[config.mk]
export PLATFORM = sky130hd
export DESIGN_NAME = uart_rx
export DESIGN_NICKNAME = d
export VERILOG_FILES = /design/src/rtl/uart_rx.sv
export SDC_FILE = /design/constraint.sdc
export NUM_CORES = 1
export LEC_CHECK = 0
export ABC_AREA = 1
export CORE_ASPECT_RATIO = 1.2
export CORE_UTILIZATION = 64
export CTS_BUF_LIST = sky130_fd_sc_hd__clkbuf_8
export DETAILED_ROUTE_END_ITERATION = 10
export PLACE_DENSITY = 0.88
export SETUP_SLACK_MARGIN = 0.05
export SLEW_MARGIN = 20
export SYNTH_ARGS = -nofsm -noshare
export SYNTH_HDL_FRONTEND = slang
export SYNTH_SLANG_ARGS = --single-unit
[constraint.sdc]
create_clock -name clk_i -period 3.54 [get_ports clk_i]
set_input_delay 1.062 -clock clk_i [delete_from_list [all_inputs] [get_ports clk_i]]
set_output_delay 1.062 -clock clk_i [all_outputs]
set_load 0.03 [all_outputs]
[src/rtl/uart_rx.sv]
// 8N1 UART receiver: start-edge detect, mid-bit sampling on a runtime CLKS_PER_BIT divisor.
// Define UART_RX_MAJORITY_EN to vote every sample over the last three synchronized line values.
module uart_rx #(
  parameter int SYNC_STAGES = 2
) (
  input  logic        clk_i,
  input  logic        rst_ni,
  input  logic        rx_en,
  input  logic        rx_i,
  input  logic [15:0] CLKS_PER_BIT,
  output logic [7:0]  o_RX_Byte,
  output logic        o_RX_Done,
  output logic        o_frame_err,
  output logic        o_RX_Active
);

  typedef enum logic [2:0] {
    S_IDLE    = 3'd0,
    S_START   = 3'd1,
    S_DATA    = 3'd2,
    S_STOP    = 3'd3,
    S_CLEANUP = 3'd4
  } state_t;

  state_t                 r_state;
  state_t                 w_next;
  logic [SYNC_STAGES-1:0] r_sync;
  logic                   w_rx_s;
  logic                   w_samp;
  logic [15:0]            r_cnt;
  logic [15:0]            w_last;
  logic [15:0]            w_half;
  logic                   w_at_half;
  logic                   w_at_last;
  logic [2:0]             r_idx;
  logic [7:0]             r_shift;
  logic [7:0]             r_byte;
  logic                   r_done;
  logic                   r_err;
  logic                   w_done_set;
  logic                   w_err_set;
  logic                   w_active;

  // Synchronizer resets to the idle-high line level so reset never looks like a start bit.
  always_ff @(posedge clk_i or negedge rst_ni) begin
    if (!rst_ni) begin
      r_sync <= '1;
    end else begin
      r_sync <= {r_sync[SYNC_STAGES-2:0], rx_i};
    end
  end

  assign w_rx_s = r_sync[SYNC_STAGES-1];

`ifdef UART_RX_MAJORITY_EN
  logic [1:0] r_hist;

  always_ff @(posedge clk_i or negedge rst_ni) begin
    if (!rst_ni) begin
      r_hist <= 2'b11;
    end else begin
      r_hist <= {r_hist[0], w_rx_s};
    end
  end

  assign w_samp = (w_rx_s & r_hist[0]) | (w_rx_s & r_hist[1]) | (r_hist[0] & r_hist[1]);
`else
  assign w_samp = w_rx_s;
`endif

  assign w_last    = CLKS_PER_BIT - 16'd1;
  assign w_half    = w_last >> 1;
  assign w_at_half = (r_cnt == w_half);
  assign w_at_last = (r_cnt == w_last);

  always_ff @(posedge clk_i or negedge rst_ni) begin
    if (!rst_ni) begin
      r_state <= S_IDLE;
    end else begin
      r_state <= w_next;
    end
  end

  always_comb begin
    w_next = r_state;
    case (r_state)
      S_IDLE: begin
        if (rx_en && !w_rx_s) begin
          w_next = S_START;
        end
      end
      S_START: begin
        if (w_at_half) begin
          w_next = w_samp ? S_IDLE : S_DATA;
        end
      end
      S_DATA: begin
        if (w_at_last && (r_idx == 3'd7)) begin
          w_next = S_STOP;
        end
      end
      S_STOP: begin
        if (w_at_last) begin
          w_next = S_CLEANUP;
        end
      end
      // A held-low line (break) must go high before the receiver re-arms.
      S_CLEANUP: begin
        if (w_rx_s) begin
          w_next = S_IDLE;
        end
      end
      default: w_next = S_IDLE;
    endcase
  end

  always_comb begin
    w_active   = 1'b0;
    w_done_set = 1'b0;
    w_err_set  = 1'b0;
    case (r_state)
      S_START: w_active = 1'b1;
      S_DATA:  w_active = 1'b1;
      S_STOP: begin
        w_active   = 1'b1;
        w_done_set = w_at_last & w_samp;
        w_err_set  = w_at_last & ~w_samp;
      end
      default: w_active = 1'b0;
    endcase
  end

  always_ff @(posedge clk_i or negedge rst_ni) begin
    if (!rst_ni) begin
      r_cnt   <= 16'd0;
      r_idx   <= 3'd0;
      r_shift <= 8'd0;
    end else begin
      case (r_state)
        S_START: begin
          r_cnt <= w_at_half ? 16'd0 : r_cnt + 16'd1;
        end
        S_DATA: begin
          if (w_at_last) begin
            r_cnt          <= 16'd0;
            r_shift[r_idx] <= w_samp;
            r_idx          <= (r_idx == 3'd7) ? 3'd0 : r_idx + 3'd1;
          end else begin
            r_cnt <= r_cnt + 16'd1;
          end
        end
        S_STOP: begin
          r_cnt <= w_at_last ? 16'd0 : r_cnt + 16'd1;
        end
        default: begin
          r_cnt <= 16'd0;
          r_idx <= 3'd0;
        end
      endcase
    end
  end

  always_ff @(posedge clk_i or negedge rst_ni) begin
    if (!rst_ni) begin
      r_byte <= 8'd0;
      r_done <= 1'b0;
      r_err  <= 1'b0;
    end else begin
      r_done <= w_done_set;
      r_err  <= w_err_set;
      if (w_done_set) begin
        r_byte <= r_shift;
      end
    end
  end

  assign o_RX_Byte   = r_byte;
  assign o_RX_Done   = r_done;
  assign o_frame_err = r_err;
  assign o_RX_Active = w_active;

endmodule
### Word-level counts from Yosys, hierarchy flattened

Index checks and enable logic that the tools add are counted.

* bits in registers: 42
* bits in latches: 0
* memory bits (writable): 0
* ROM bits: 0
* input port bits: 20
* output and inout port bits: 11
* logic and storage cells: 60
* memories: 0

* add/subtract/negate cells: 3
* $mul: 0
* div/mod/pow operators: 0
* magnitude comparators: 2
* equality and inequality tests: 13
* shifts and indexed selects: 0
* muxes and demuxes: 19
* bitwise gates (word level): 4
* reductions and logical operators: 11

Operator list (count)
* 16-bit two-way mux: 2
* 16-bit case mux with 2 select lines: 1
* 3-bit two-way mux: 7
* 16-bit by 1-bit adder with 16-bit output, second input constant: 1
* 16-bit by 15-bit == test with 1-bit output: 1
* 16-bit == test: 1
* 16-bit by 1-bit subtractor with 16-bit output, second input constant: 1
* 3-bit case mux with 5 select lines: 1
* 2-bit inequality test, second input constant: 6
* 8-bit bitwise mux: 1
* 3-bit by 2-bit == test with 1-bit output, second input constant: 2
* 3-bit == test, second input constant: 2
* 3-bit case mux with 2 select lines: 1
* 5-bit AND reduction: 1
* 3-bit by 4-bit less-than comparator with 1-bit output, second input constant: 1
* 1-bit two-way mux: 4
* 2-bit AND reduction: 2
* 2-bit OR reduction: 2
* 3-bit by 1-bit adder with 3-bit output, second input constant: 1
* 1-bit demux with 3-bit select: 1
* 3-bit by 1-bit == test with 1-bit output, second input constant: 1
* 3-bit by 1-bit >= comparator with 1-bit output, second input constant: 1
* 1-bit logical AND: 3
* 3-bit zero test: 1
* 5 further kinds: 7

### Logic depth before layout (Yosys ltp)

* depth after elaboration: 5
* gate-level depth with buffers: 18
* depth with buffers taken out: 17

### Worst setup path before layout

OpenSTA, ideal clock, no wires.

* kind: in2reg
* start point: input port CLKS_PER_BIT[0]
* end point: register r_shift[0]
* data arrival time: 2.802 ns
* data required time: 3.475 ns
* path slack: 0.673 ns
* stages: 14
* path buffers: 0
* path through: inv_1 -> ha_1 -> nand2_2 -> nor2_1 -> nand2_1 -> nand2_1 -> nand2_1 -> nand2_1 -> nand4_2 -> nor3_4 -> nand3_4 -> nor2_8 -> nand3_1 -> nand2_1

* word-level cells in the longest chain between the ends: 3

Ends and longest elaborated chain
* start, declared: line 10 `input logic [15:0] CLKS_PER_BIT,`
* 16-bit by 1-bit subtractor with 16-bit output: line 71 `assign w_last = CLKS_PER_BIT - 16'd1;`
* 16-bit == test: line 74 `assign w_at_last = (r_cnt == w_last);`
* 2-bit AND reduction (no source line)
* end signal, assigned by index: line 146 `r_shift[r_idx] <= w_samp;`
* end, declared: line 36 `logic [7:0] r_shift;`

No other way between the ends.
A chain may end at the register's enable or synchronous reset.

### Worst setup path in the final report

* start point: input port CLKS_PER_BIT[5]
* end point: register r_shift[5]

Same word-level chain as after synthesis.

==> flow_summary_export.csv <==
group,metric,value,unit
worst_setup_path,startpoint_type,"primary input",
placed_design,gp_congestion,0.981,
hold_path,hold_start,"r_sync[0]",
logic_synthesis,synth.top_cell.area_share,30.6,%
logic_synthesis,yosysMostFrequentCell,"nand2_1",
worst_setup_path,worst_setup_path_end_kind,"register",
finish,final_layout_size_suffix_gt1_share,10.1,%
logic_synthesis,synth_edf_count,0,
global_routing,antenna_found_initial,0,
global_routing,grt_max_degree,43,
worst_setup_path,path_class,"in2reg",
die,rows,28,
timing,skew,0.00542,ns
routing,vias_per_cell,5.65,
logic_synthesis,synth-seq-cells,42,
worst_setup_path,cpPeakStageDelay,0.48,ns
logic_synthesis,ys_top_cells_by_area,"dfrtp_1 31%, nand2_1 18%, nand3_1 12%",
worst_setup_path,cp-startpoint,"CLKS_PER_BIT[5]",
timing,hold_violations,0,
clocking,cts_buffer_depth,2,
power,vdd_drop_max,593,uV
clocking,htreeDepth,2,
worst_setup_path,reg2reg_from,"r_cnt[2]",
worst_setup_path,path_buf_inv,1,
global_routing,gr-total-overflow,0,
timing,fin_crit,3.18,ns
logic_synthesis,synth_nets,514,
worst_setup_path,crit_arrival,3.37,ns
routing,antenna_left,0,
routing,drc,0,
finish,num-nets-final,548,
timing,slew_violations,0,
global_routing,grt_pass1_wl,13100,um
placed_design,port_buffers,30,
global_routing,grt_pass1_vias,3131,
timing,max_slew.worst_pin.slew,0.915,ns
logic_synthesis,synth_ff_type,"dfrtp_1",
clocking,clock-sinks,42,
run,maxCapViolations,0,
placed_design,dp_hpwl,6020,um
clocking,clock_latency,0.29,ns
hold_path,hold_class,"reg2reg",
worst_setup_path,required,3.73,ns
logic_synthesis,synth_cell_type_count,38,
worst_setup_path,crit_chain,"clkdlybuf4s50_1 -> nor2_1 -> nand2_2 -> nor2_8 -> nand2_1 -> nand2_1 -> nand2_1 -> xor2_2 -> nand3_1 -> nor2_2 -> nand4_1 -> nand2_1 -> nand2_1",
die,core-area,4940,sq um
clocking,root_buffer,"clkbuf_8",
timing,finalCritPeriodShare,89.9,%
power,leakage,1.85,nW
global_routing,grt_use_total,31.9,%
logic_synthesis,syn_inst,490,
clocking,clkTransAtPathRegs,0.08,ns
logic_synthesis,synthArstFlopShare,100,%
clocking,cts_tree,"built",
routing,routed_wl,7710,um
worst_setup_path,cp_slowest_cell,"clkdlybuf4s50_1",
routing,avgRoutedWirePerCell,13.2,um
logic_synthesis,ys_top_cells_by_count,"156 x nand2_1, 78 x nand3_1, 51 x inv_1",
logic_synthesis,netlist_area,3270,sq um
die,dieArea,5410,sq um
die,die_x,67.3,um
finish,synthToLayoutAreaGrowth,16.0,%
power,total_power,1.59,mW
worst_setup_path,worst-path-max-fanout,9,
power,power_density,420,nW/um^2
logic_synthesis,synth.largest_area_cell,"dfrtp_1",
logic_synthesis,syn_area_per_cell,6.68,sq um
finish,antenna_cells,0,
timing,slew_headroom,39.0,%
outcome,status,"finished, final reports clean",
routing,via_count,3304,
timing,clock.fmax,0.314,GHz
worst_setup_path,crit_path_frequent_cell,"nand2_1",
die,initial_utilization,66.3,%
timing,finalSetupViolCount,0,
clocking,cts_hold_buf,0,
die,die_y,80.3,um
clocking,cts_buffers,5,
worst_setup_path,critical_path.top_delay_family,"simple AND/OR/NAND/NOR gates",
routing,drt-initial-drc-count,223,
routing,drtPass1Iterations,4,
logic_synthesis,ys.warnings.count,0,
timing,grt_setup_unrepaired,"no",
timing,setup_tns,0,ns
logic_synthesis,ys_seq_area_share,32.2,%
die,ios,31,
## what timing repair did
action | CTS | global route
hold endpoints to repair | 0 | 0
setup buffers | 0 | 0
endpoints found under the setup margin | 0 | 8
gates resized for setup | 0 | 1
## through the flow
step | utilization [%] | cells | setup slack, ns | area (sq um) | hold slack (ns)
5_1_grt | 76.8 | 585 | 0.118 | 3800 | 0.366
6_report | 76.8 | 585 | 0.357 | 3800 | 0.360
4_1_cts | 76.8 | 585 | 0.341 | 3790 | 0.361
2_1_floorplan | - | 490 | 0.673 | 3270 | 0.345
3_3_place_gp | 73.9 | 577 | 0.127 | 3650 | 0.347
3_5_place_dp | 73.9 | 577 | 0.0361 | 3650 | 0.348
## worst register-to-register path, stage by stage (launching register included)
cell     delay (ns)
dfrtp_1        0.44
inv_1          0.11
nor3_2         0.24
nand3_1        0.15
nor3_1         0.32
nand3_1        0.22
nor2_1         0.20
nand3_1        0.11
xor2_1         0.16
a21oi_1        0.14
## final cells by class
type                    instances  area [sq um]
clock buffers                   6          82.6
clock inverters                 2          60.1
fillers                       388          1140
inverters                      55           209
multi-input cells             385          1970
flip-flops and latches         42          1050
well taps                      60          75.1
repair buffers                 35           345
## power breakdown
| group | internal [mW] | total [mW] | switching (mW) |
|---|---|---|---|
| Sequential | 0.519 | 0.583 | 0.0639 |
| Clock | 0.301 | 0.461 | 0.161 |
| Combinational | 0.195 | 0.549 | 0.354 |
| Total | 1.02 | 1.59 | 0.578 |
## kinds of logic (layout without fill, tap and decap cells)
| logic type | Yosys count | after routing | synth area share (%) |
|---|---|---|---|
| XOR/XNOR | 11 | 11 | 3.17 |
| AND/OR/NAND/NOR | 342 | 342 | 50.8 |
| flip-flops | 42 | 42 | 32.2 |
| AO/OA/AOI/OAI | 28 | 28 | 4.63 |
| buffers and inverters | 63 | 98 | 7.68 |
| adder cells (fa/ha/maj) | 4 | 4 | 1.53 |
## per-layer routing
metal	up-vias	GRT usage, %	routed length [um]
met5	-	0	0
met4	0	17.2	251
met3	21	3.69	316
met2	96	55.7	3920
met1	1516	37.1	3220
li1	1671	-	-
## registers in the layout (all words and copies together), names as in the netlist
signal	cells
r_sync	2
o_RX_Byte	8
o_frame_err	1
r_shift	8
r_idx	3
r_state	3
o_RX_Done	1
r_cnt	16
## placed cells by master (no fill, tap or decap), types with 4 or more instances in the layout
cell type	count
a21oi_1	17
inv_1	51
nand3_1	78
buf_4	4
xor2_1	10
o21ai_0	7
nor2_4	4
clkdlybuf4s50_1	29
nor2_2	7
clkbuf_8	6
nand4_1	24
nor2_1	45
nand2_1	156
nand2_2	5
dfrtp_1	40
## final timing paths
path	end	cells past startpoint	slack, ns
min in group asynchronous	r_cnt[12]	1	0.88
max reg2reg	r_cnt[15]	9	1.38
min reg2reg	r_sync[1]	0	0.36
min	r_sync[1]	0	0.36
max in group asynchronous	r_state[1]	1	2.07
max	r_shift[5]	13	0.36
Power figures use the tool's default switching activity.
